## src/rtl/pipe_pkg.sv

```systemverilog
// Shared pipeline definitions: MEM/WB control-state encoding, default
// address-error cause codes and the register-index width.
package pipe_pkg;

    localparam int REG_IDX_W = 5;

    localparam logic [4:0] EXC_ADEL_DEFAULT = 5'd4;
    localparam logic [4:0] EXC_ADES_DEFAULT = 5'd5;

    typedef enum logic {
        ST_RUN       = 1'b0,
        ST_EXC_DRAIN = 1'b1
    } memwb_state_e;

endpackage : pipe_pkg

```

## src/rtl/pipe_memwb_reg.sv

```systemverilog
// MEM/WB pipeline register with precise address-error exception capture,
// drain-until-acknowledge control and a retired-instruction counter.
module pipe_memwb_reg
    import pipe_pkg::*;
#(
    parameter logic [4:0] ADEL_CODE = EXC_ADEL_DEFAULT,
    parameter logic [4:0] ADES_CODE = EXC_ADES_DEFAULT
) (
    input  logic                 clk,
    input  logic                 rst_n,
    input  logic                 stall,
    input  logic                 flush,
    input  logic                 mem_valid,
    input  logic [31:0]          mem_pc,
    input  logic [31:0]          mem_addr,
    input  logic [31:0]          mem_alu_r,
    input  logic [31:0]          mem_ram_out,
    input  logic                 mem_m2reg,
    input  logic [REG_IDX_W-1:0] mem_rd,
    input  logic                 mem_rf_we,
    input  logic                 mem_ram_ena,
    input  logic                 mem_ram_wena,
    input  logic                 mem_addr_err,
    input  logic                 exc_ack,
    output logic                 wb_valid,
    output logic                 wb_rf_we,
    output logic [REG_IDX_W-1:0] wb_rd,
    output logic [31:0]          wb_data,
    output logic [31:0]          wb_pc,
    output logic                 exc_req,
    output logic [31:0]          exc_epc,
    output logic [31:0]          exc_badvaddr,
    output logic [4:0]           exc_code,
    output logic                 draining,
    output logic [31:0]          retire_cnt
);

    memwb_state_e state_q, state_d;
    logic         fault;
    logic         take_exc;
    logic         load_normal;

    assign fault = mem_valid & mem_ram_ena & mem_addr_err;

    // NOTE: asynchronous active-low reset -- rst_n sits in the sensitivity list
    // so the FSM leaves EXC_DRAIN the moment reset asserts, without a clock.
    always_ff @(posedge clk or negedge rst_n) begin
        if (!rst_n) begin
            state_q <= ST_RUN;
        end else begin
            state_q <= state_d;
        end
    end

    // Edge-rule priority: stall, then flush, then drain, then fault, then normal.
    always_comb begin
        // NOTE: every always_comb output gets a default first so no path
        // leaves it unassigned (which would infer a latch).
        state_d     = state_q;
        take_exc    = 1'b0;
        load_normal = 1'b0;
        if (!stall) begin
            if (flush) begin
                if (state_q == ST_EXC_DRAIN && exc_ack) state_d = ST_RUN;
            end else if (state_q == ST_EXC_DRAIN) begin
                if (exc_ack) state_d = ST_RUN;
            end else if (fault) begin
                take_exc = 1'b1;
                state_d  = ST_EXC_DRAIN;
            end else begin
                load_normal = 1'b1;
            end
        end
    end

    // NOTE: sequential state uses non-blocking assignments so every register
    // samples the pre-edge values regardless of statement order.
    always_ff @(posedge clk or negedge rst_n) begin
        if (!rst_n) begin
            wb_valid     <= 1'b0;
            wb_rf_we     <= 1'b0;
            wb_rd        <= '0;
            wb_data      <= '0;
            wb_pc        <= '0;
            exc_req      <= 1'b0;
            exc_epc      <= '0;
            exc_badvaddr <= '0;
            exc_code     <= '0;
            retire_cnt   <= '0;
        end else begin
            // take_exc is already 0 while stalled, so a pending pulse is cleared.
            exc_req <= take_exc;
            if (!stall) begin
                wb_valid <= load_normal & mem_valid;
                wb_rf_we <= load_normal & mem_valid & mem_rf_we;
                if (load_normal) begin
                    wb_rd   <= mem_rd;
                    wb_pc   <= mem_pc;
                    wb_data <= mem_m2reg ? mem_ram_out : mem_alu_r;
                end
                if (take_exc) begin
                    exc_epc      <= mem_pc;
                    exc_badvaddr <= mem_addr;
                    exc_code     <= mem_ram_wena ? ADES_CODE : ADEL_CODE;
                end
                if (load_normal && mem_valid) retire_cnt <= retire_cnt + 32'd1;
            end
        end
    end

    assign draining = (state_q == ST_EXC_DRAIN);

endmodule : pipe_memwb_reg

```

## config.mk

```make
export PLATFORM = sky130hd
export DESIGN_NAME = pipe_memwb_reg
export DESIGN_NICKNAME = d
export VERILOG_FILES = /design/src/rtl/pipe_pkg.sv /design/src/rtl/pipe_memwb_reg.sv
export SDC_FILE = /design/constraint.sdc
export NUM_CORES = 1
export LEC_CHECK = 0
export ABC_AREA = 1
export BUFFER_PORTS_ARGS = -buffer_cell sky130_fd_sc_hd__clkbuf_2
export CORE_AREA = 2 2 123 125
export DETAILED_ROUTE_END_ITERATION = 8
export DIE_AREA = 0 0 125 127
export GPL_ROUTABILITY_DRIVEN = 0
export PLACE_DENSITY = 0.85
export SETUP_SLACK_MARGIN = 0.2
export SYNTH_ARGS = -nofsm -noshare
export SYNTH_HDL_FRONTEND = slang
export SYNTH_SLANG_ARGS = --single-unit
```

## constraint.sdc

```tcl
create_clock -name clk -period 2.8 [get_ports clk]
set_input_delay 0.14 -clock clk [delete_from_list [all_inputs] [get_ports clk]]
set_output_delay 0.14 -clock clk [all_outputs]
set_load 0.02 [all_outputs]
```

==> run metrics, run 1 <==
num rows=44; DRC=0; worst slew pin tran=approximately 0.95 ns; slew margin rel.=36.35%; MaxCap Viol Count=0; VDD IR max=~0.00045 V; FMAX=between 500 and 600 MHz; post_cts resized=0; Leak=around 0.006 uW; via count=~7300; mapped cell area=around 7400 um^2; clock skew=0.01116 ns; syn avg cell area=between 8 and 9 um^2; sw power=about 2500 uW; ys async rst share=100.0%; number of I/O pins=~320; Layout Utilization=between 70% and 80%; CTS buffer count=17; CP Max Fanout=14; share of cells above drive strength 1=approximately 29%; First-pass DRT Iterations=5; clock transition at the registers of the reported paths=0.07 ns; pin count of the biggest net entering global routing=around 100; min-delay worst type=in -> reg; die area=approximately 16000 um^2; met1 global-route usage=33.08%; Sw Share=between 30% and 40%; register bit total from synthesis=~170; gr usage total=slightly below 30%; Post-CTS Setup Bufs=0; DP Wirelength=13.89 mm; setup slack, reg-to-reg=~0.84 ns; Initial Utilization=between 50% and 60%; Final Max Slew Viols=0; Reg power frac=44.0%; largest area contributor in the netlist=dfrtp_1; status=completed; Final nets=roughly 1400; minimum clock period=just under 2 ns; Die Width=roughly 130 um; critical path capture point=wb_rf_we$_DFFE_PN0N_; Placed Area=slightly above 9000 um^2; synth cell count leaders=nand2_1, dfrtp_1, o21ai_0; htree depth=4; combinational share of power=~25%; initial antenna violation count=0; internal power=between 4000 and 5000 uW; Post-synth EDFFs=0; clock latency on the worst-skew pair=between 0.4 and 0.5 ns; Critical Path Sink Type=flop; grt met3 use=under 10%; vias in the first global route=7304; Final TNS setup=0 ns; Synth top area share=57.91%; WL/cell=15.45 um; drt initial violations=554; Worst Reg2Reg Path Length in Cells=5; kind of critical path=reg -> reg; synth warn=0; Post-synth top flop=dfrtp_1; Overflow after GRT=0; Syn Inst Count=slightly below 900; unrepaired setup endpoints after global routing=false; # clock sinks=approximately 170; post-synthesis sequential area ratio=about 58%; Root Buffer=clkbuf_16; core region area=approximately 14000 um^2; Final setup viols=0; Yosys cell types=28; Worst R2R End=wb_rf_we$_DFFE_PN0N_; fin crit share=between 60% and 70%; CP Launch Type=flop; post-route ant nets=0; first-pass GRT wire length=about 36 mm; most frequent cell after synthesis=nand2_1; CTS Buffer Depth=2; Fin. Hold Viols=0; vias per cell=between 5 and 6; met2 global-route usage=between 50% and 60%; I/O Buffers=314; Die H=127 um; post-layout instance area=between 10000 and 15000 um^2; Clock Power Share=approximately a third; reg-to-reg startpoint=draining$_DFFE_PN0P_; layer with the highest usage=met2; CTS tree=yes; ratio of total power to cell area=between 600 and 700 nW/um^2; drt total wl=~23 mm; Worst Hold Launch=mem_alu_r[29]; Area Growth Syn to Fin=40.74%; crit path launch=draining$_DFFE_PN0P_; worst path required time=roughly 3.2 ns; largest cells by area after synthesis=dfrtp_1, nand2_1, o21ai_0, inv_1, buf_2; crit path DAT=between 2 and 2.5 ns
## per-stage QoR
step / hold WS [ns] / setup WS [ns] / instances / total power (uW)
floorplan: -0.1556 / 1.263 / 893 / 4078
global placement: 0.2302 / 1.054 / 1356 / 4769
detailed placement: 0.2296 / 1.076 / 1356 / 4821
CTS: 0.007090 / 0.8959 / 1464 / 7159
global route: 0.02497 / 0.7396 / 1464 / 7528
finish: 0.01939 / 0.8424 / 1465 / 7185
## power groups by stage
| stage | logic, uW | registers (uW) | clock network, uW |
|---|---|---|---|
| finish | 1760 | 3160 | 2260 |
| global route | 1910 | 3210 | 2410 |
| CTS | 1730 | 3140 | 2290 |
| detailed placement | 1650 | 3170 | 0 |
| global placement | 1610 | 3160 | 0 |
| floorplan | 415 | 3660 | 0 |
## registers in the layout, summed over array words and instances (netlist names)
| register | flops |
|---|---|
| wb_pc | 32 |
| retire_cnt | 32 |
| exc_code | 2 |
| wb_rd | 5 |
| wb_rf_we | 1 |
| wb_data | 32 |
| exc_epc | 32 |
| exc_badvaddr | 32 |
| exc_req | 1 |
| draining | 1 |
| wb_valid | 1 |
## area by class of cell
class                   count  area (um^2)
repair buffers            395         2414
inverters                  59        221.5
clock inverters            14        125.1
multi-input cells         623         2689
fillers                  1016         4024
well taps                 184        230.2
flip-flops and latches    171         4279
diodes                      1        2.502
clock buffers              18        439.2
## worst min path at each step
stage | end | slack, ns | depth (start not counted)
3_3_place_gp | exc_epc[10]$_DFFE_PN0P_ | 0.23 | 1
3_5_place_dp | exc_epc[2]$_DFFE_PN0P_ | 0.23 | 1
5_1_grt | wb_data[22]$_DFFE_PN0P_ | 0.02 | 3
4_1_cts | wb_data[22]$_DFFE_PN0P_ | 0.007 | 3
6_report | wb_data[29]$_DFFE_PN0P_ | 0.02 | 3
2_1_floorplan | draining$_DFFE_PN0P_ | -0.16 | 0
## routing by layer
metal	wire length (um)	part of all wire (%)
met1	8448	37
met2	11670	52
met3	1447	6.4
met4	1068	4.7
met5	0	0
## logic make-up after synthesis
kind of cell | share of synthesized area (%)
other | 0.05075
DFF | 57.91
adders and majority gates | 0.1693
buffers and inverters | 6.045
and+or+nand+nor | 29.50
AOI/OAI and AO/OA | 4.453
xor gates and xnor gates | 1.880
## cell usage in the layout, fill, tap and decap left out, types with 3 or more instances in the layout
| cell type | n |
|---|---|
| inv_8 | 4 |
| inv_2 | 3 |
| xnor2_1 | 9 |
| nor2_2 | 6 |
| inv_6 | 5 |
| clkbuf_2 | 313 |
| nor3_1 | 6 |
| nand2_1 | 460 |
| o21ai_1 | 3 |
| nor2_1 | 23 |
| o21ai_0 | 61 |
| buf_12 | 3 |
| dfrtp_1 | 171 |
| nor2_4 | 5 |
| nand2_2 | 3 |
| inv_1 | 56 |
| conb_1 | 3 |
| dlygate4sd3_1 | 76 |
| nand3_1 | 18 |
| nand3b_1 | 4 |
| xor2_1 | 5 |
| clkinvlp_4 | 3 |
| clkbuf_16 | 17 |
| nand4_1 | 9 |
## repair_timing
item / in CTS / in global routing
endpoints found under the setup margin: 0 / 0
hold buffers: 76 / 0
hold endpoints to repair: 182 / 0
## worst max-delay path: stages, from the launching register on
cell and delay, ns:
dfrtp_1 0.42, nor2_4 0.19, nand4_4 0.25, inv_1 0.29, a22o_1 0.18, dlygate4sd3_1 0.57
No activity file was read; power rests on OpenSTA's default activity.
==> run 2, diff against run 1 <==
Settings changed: CORE_AREA 2 2 123 125 to default, CORE_UTILIZATION from default to 43, DIE_AREA 0 0 125 127 to default, PLACE_DENSITY 0.85 to 0.76.
Clock period 2.8 ns to 1.65 ns, I/O delays scaled along.
==> run 2 against run 1 <==
Compared with the run above: sequential power is 70% higher; register-to-register slack worse by 0.64 ns; first-iteration DRC count fell by 22%; via count increased by 2.7%; sequential share of layout area down 3.2 points; clock skew is 0.0011 ns lower; flip-flop and latch count is the same; clock-buffer cell count shrank 1; global-route usage fell by 2.9 points.
==> run metrics, run 2 (synthesis results as in run 1) <==
Placed Area=9275 um^2 (was 9072 um^2); register area=4287 um^2 (was 4279 um^2); CTS tree=yes (unchanged); initial antenna violation count=0 (unchanged); gr usage total=25.93% (was 28.80%); Final TNS setup=0 ns (unchanged); CTS buffer count=17 (unchanged); Die Width=133.1 um (was 125 um); Final Max Slew Viols=0 (unchanged); setup slack, reg-to-reg=0.20 ns (was 0.84 ns); fin crit share=87.58% (was 69.91%); via count=7526 (was 7327); Final setup viols=0 (unchanged); crit path DAT=1.80 ns (was 2.32 ns); WL/cell=14.81 um (was 15.45 um); DRC=0 (unchanged); Inst Count DP=1402 (was 1356); number of I/O pins=318 (unchanged); fillers=1248 (was 1016); kind of critical path=reg -> reg (unchanged); min-delay worst type=in -> reg (unchanged); first-pass GRT wire length=36.23 mm (was 36.28 mm); total power=12580 uW (was 7185 uW); core region area=16700 um^2 (was 14420 um^2); Die H=133.1 um (was 127 um); share of cells above drive strength 1=31.10% (was 29.22%); CP Launch Type=flop (unchanged); I/O Buffers=314 (unchanged); Root Buffer=clkbuf_16 (unchanged); Inserted Diodes=0 (was 1); num rows=47 (was 44); CP Max Fanout=37 (was 14); MaxCap Viol Count=0 (unchanged); Overflow after GRT=0 (unchanged); First-pass DRT Iterations=5 (unchanged); DP Wirelength=13.94 mm (was 13.89 mm); worst path required time=2.01 ns (was 3.16 ns); fin cells=1561 (was 1465); drt initial violations=433 (was 554); post-route ant nets=0 (unchanged); commonest non-fill, non-tap cells in the layout=nand2_1, clkbuf_2, dfrtp_1 (unchanged); Critical Path Sink Type=flop (unchanged); CTS Buffer Depth=2 (unchanged); Initial Utilization=44.25% (was 51.23%); Final nets=1473 (was 1412); minimum clock period=1.445 ns (was 1.958 ns); FMAX=692.0 MHz (was 510.8 MHz); pin count of the biggest net entering global routing=68 (was 102); status=completed (unchanged); vias in the first global route=7479 (was 7304); drt total wl=23.11 mm (was 22.63 mm); unrepaired setup endpoints after global routing=true (was false); Area Growth Syn to Fin=52.86% (was 40.74%); multi-input logic area=2804 um^2 (was 2689 um^2); clock transition at the registers of the reported paths=0.07 ns (about the same); Layout Utilization=67.64% (was 72.10%); ratio of total power to cell area=1114 nW/um^2 (was 690.9 nW/um^2); Fin. Hold Viols=0 (unchanged); clock skew=0.01005 ns (was 0.01116 ns); clock latency on the worst-skew pair=0.43 ns (about the same); VDD IR max=0.0007247 V (was 0.0004482 V); die area=17710 um^2 (was 15880 um^2); htree depth=4 (unchanged); post-layout instance area=11300 um^2 (was 10400 um^2); most common cell after layout, fill and taps aside=nand2_1 (unchanged); Leak=0.006219 uW (was 0.005843 uW); vias per cell=4.821 (was 5.001); # clock sinks=171 (unchanged)
==> run 2: metrics by stage <==
step / setup slack, ns / hold WS, ns
6_report: 0.2050 / 0.005628
4_1_cts: 0.1876 / 0.0007093
5_1_grt: 0.09717 / 0.01974
3_3_place_gp: 0.1844 / 0.04225
2_1_floorplan: 0.2177 / -0.2131
3_5_place_dp: 0.1064 / 0.03910
==> run 2: worst max-delay path, stage by stage, from the launching register on <==
cell and delay (ns):
dfrtp_1 0.42, nor2_4 0.16, nand3_4 0.24, inv_2 0.14
buf_12 0.22, nand2_1 0.10, nand2_1 0.08
==> run 2: worst paths after layout <==
path                                         start                        end  cells after the start
setup / recovery              draining$_DFFE_PN0P_       wb_pc[9]$_DFFE_PN0P_                      6
hold / removal                       mem_alu_r[17]    wb_data[17]$_DFFE_PN0P_                      3
setup reg to reg              draining$_DFFE_PN0P_       wb_pc[9]$_DFFE_PN0P_                      6
hold reg to reg            exc_epc[26]$_DFFE_PN0P_    exc_epc[26]$_DFFE_PN0P_                      2
max in group asynchronous                    rst_n  retire_cnt[9]$_DFFE_PN0P_                      3
min in group asynchronous                    rst_n    exc_epc[10]$_DFFE_PN0P_                      2
==> run 2: where the power goes <==
group	leakage, uW	internal (uW)	switching (uW)
Clock	0.000297	2170	1850
Sequential	0.00216	4890	470
Combinational	0.00377	1200	2010
==> run 2: repair_timing <==
action                     CTS  global route
hold buffers               115             0
gates cloned                 0             3
pin swaps                    4            10
setup buffers                3             6
resized for setup           10            24
setup endpoints to repair   66           133
hold endpoints to repair   302             0
==> run 2: layout make-up <==
cell class | instances | area share [%]
sequential | 171 | 37.95
inverter | 59 | 1.961
clock inverter | 15 | 1.484
clock buffer | 17 | 3.766
multi-input combinational | 623 | 24.82
tap | 220 | 2.437
timing repair buffer | 456 | 27.58
==> run 2: per-layer routing <==
layer / track usage, % / share of wire (%)
met5: 0 / 0
met4: 14.52 / 4.4
met3: 5.137 / 6.4
met2: 46.07 / 52
met1: 29.17 / 38
==> run 3, diff against run 2 <==
Settings changed: CORE_UTILIZATION 43 to 48, PLACE_DENSITY 0.76 to 0.81.
Clock period 1.65 ns to 1.63 ns, I/O delays scaled along.
==> run 3 against run 2 <==
Compared with the run above: final area grew 2.7%; setup slack lost 0.10 ns; core utilization grew 11 points; largest cell class unchanged; combinational power grew 7.8%; final cell count shrank 0.90%; via count grew 6.3%; first-iteration DRC count grew 59%; sequential power grew 1%; clock power grew 1%.
==> run metrics, run 3 (synthesis results as in run 1) <==
vias in the first global route=7731 (was 7479); status=completed (unchanged); total power=12950 uW (was 12580 uW); Die H=126.1 um (was 133.1 um); Layout Utilization=78.60% (was 67.64%); gr usage total=30.28% (was 25.93%); Final nets=1494 (was 1473); fin crit share=93.63% (was 87.58%); most common cell after layout, fill and taps aside=nand2_1 (unchanged); worst path required time=1.94 ns (was 2.01 ns); Area Growth Syn to Fin=56.94% (was 52.86%); num rows=44 (was 47); Leak=0.006321 uW (was 0.006219 uW); pin count of the biggest net entering global routing=68 (unchanged); Die Width=126.1 um (was 133.1 um); setup slack, reg-to-reg=0.10 ns (was 0.20 ns); ratio of total power to cell area=1117 nW/um^2 (was 1114 nW/um^2); number of I/O pins=318 (unchanged); crit path DAT=1.84 ns (was 1.80 ns); WL/cell=17.11 um (was 14.81 um); FMAX=655.2 MHz (was 692.0 MHz); minimum clock period=1.526 ns (was 1.445 ns); drt total wl=26.46 mm (was 23.11 mm); fillers=871 (was 1248); multi-input logic area=2864 um^2 (was 2804 um^2); initial antenna violation count=2 (was 0); DRC=0 (unchanged); core region area=14750 um^2 (was 16700 um^2); Initial Utilization=50.08% (was 44.25%); vias per cell=5.173 (was 4.821); DP Wirelength=14.35 mm (was 13.94 mm); MaxCap Viol Count=0 (unchanged); Fin. Hold Viols=0 (unchanged); min-delay worst type=in -> reg (unchanged); first-pass GRT wire length=37.32 mm (was 36.23 mm); clock transition at the registers of the reported paths=0.06 ns (was 0.07 ns); htree depth=4 (unchanged); Final setup viols=0 (unchanged); commonest non-fill, non-tap cells in the layout=nand2_1, clkbuf_2, dfrtp_1 (unchanged); share of cells above drive strength 1=34.02% (was 31.10%); CP Max Fanout=4 (was 37); CP Launch Type=flop (unchanged); CTS tree=yes (unchanged); CTS buffer count=17 (unchanged); kind of critical path=reg -> reg (unchanged); drt initial violations=688 (was 433); clock skew=0.01015 ns (was 0.01005 ns); Final TNS setup=0 ns (unchanged); I/O Buffers=314 (unchanged); # clock sinks=171 (unchanged); Root Buffer=clkbuf_16 (unchanged); via count=8002 (was 7526); post-route ant nets=0 (unchanged); die area=15890 um^2 (was 17710 um^2); First-pass DRT Iterations=5 (unchanged); CTS Buffer Depth=2 (unchanged); unrepaired setup endpoints after global routing=true (unchanged); Final Max Slew Viols=0 (unchanged); register area=4293 um^2 (was 4287 um^2); Overflow after GRT=0 (unchanged); Critical Path Sink Type=flop (unchanged); VDD IR max=0.0007603 V (was 0.0007247 V); clock latency on the worst-skew pair=0.43 ns (about the same)
run 3: critical path, cell delays in order (launching register included):
cell,delay [ns]
dfrtp_2,0.38
buf_6,0.11
nand3_4,0.10
nor2_4,0.12
nand2_2,0.08
nor2_4,0.22
clkbuf_16,0.20
nand3_2,0.06
nand2_1,0.07
nand2_1,0.05
run 3: path summary, 6_finish.rpt:
path	start	end	depth (start not counted)
max	retire_cnt[1]$_DFFE_PN0P_	retire_cnt[25]$_DFFE_PN0P_	9
min	mem_ram_out[17]	wb_data[17]$_DFFE_PN0P_	5
max reg2reg	retire_cnt[1]$_DFFE_PN0P_	retire_cnt[25]$_DFFE_PN0P_	9
min reg2reg	exc_epc[8]$_DFFE_PN0P_	exc_epc[8]$_DFFE_PN0P_	2
max in group asynchronous	rst_n	retire_cnt[21]$_DFFE_PN0P_	3
min in group asynchronous	rst_n	wb_pc[1]$_DFFE_PN0P_	2
run 3: per-stage QoR:
stage               hold slack [ns]  area [um^2]  instances  setup WS [ns]
floorplan                   -0.2141         7405        893         0.1977
global placement           0.006770         9200       1367         0.1576
detailed placement         0.007972         9200       1367        0.07866
CTS                      0.00002115        11010       1516         0.1934
global route                0.02240        11600       1547        0.03300
finish                     0.009577        11600       1547         0.1038
run 3: cell type report:
cell class / count / area share [%]
antenna: 2 / 0.04315
clock buffer: 17 / 3.668
clock inverter: 14 / 1.403
inverter: 59 / 1.985
multi-input combinational: 623 / 24.70
sequential: 171 / 37.02
tap: 184 / 1.985
timing repair buffer: 476 / 29.15
timing repair inverter: 1 / 0.05394
run 3: timing repair:
item	CTS	global route
gates cloned	1	13
hold buffers	110	0
setup endpoints to repair	87	95
setup buffers	7	16
resized for setup	9	64
pin swaps	5	18
endpoints found under the hold margin	299	0
run 3: metal layers:
| metal | vias to the layer above | track usage, % | share of wire, % |
|---|---|---|---|
| li1 | 3650 | - | - |
| met5 | - | 0 | 0 |
| met4 | 0 | 18.64 | 6.1 |
| met3 | 132 | 6.924 | 7.9 |
| met1 | 3727 | 33.14 | 36 |
| met2 | 493 | 53.40 | 50 |
run 3: power breakdown:
part           total [uW]  internal [uW]  switching [uW]
Sequential           5440           4950             488
Combinational        3450           1300            2150
Clock                4060           2290            1780
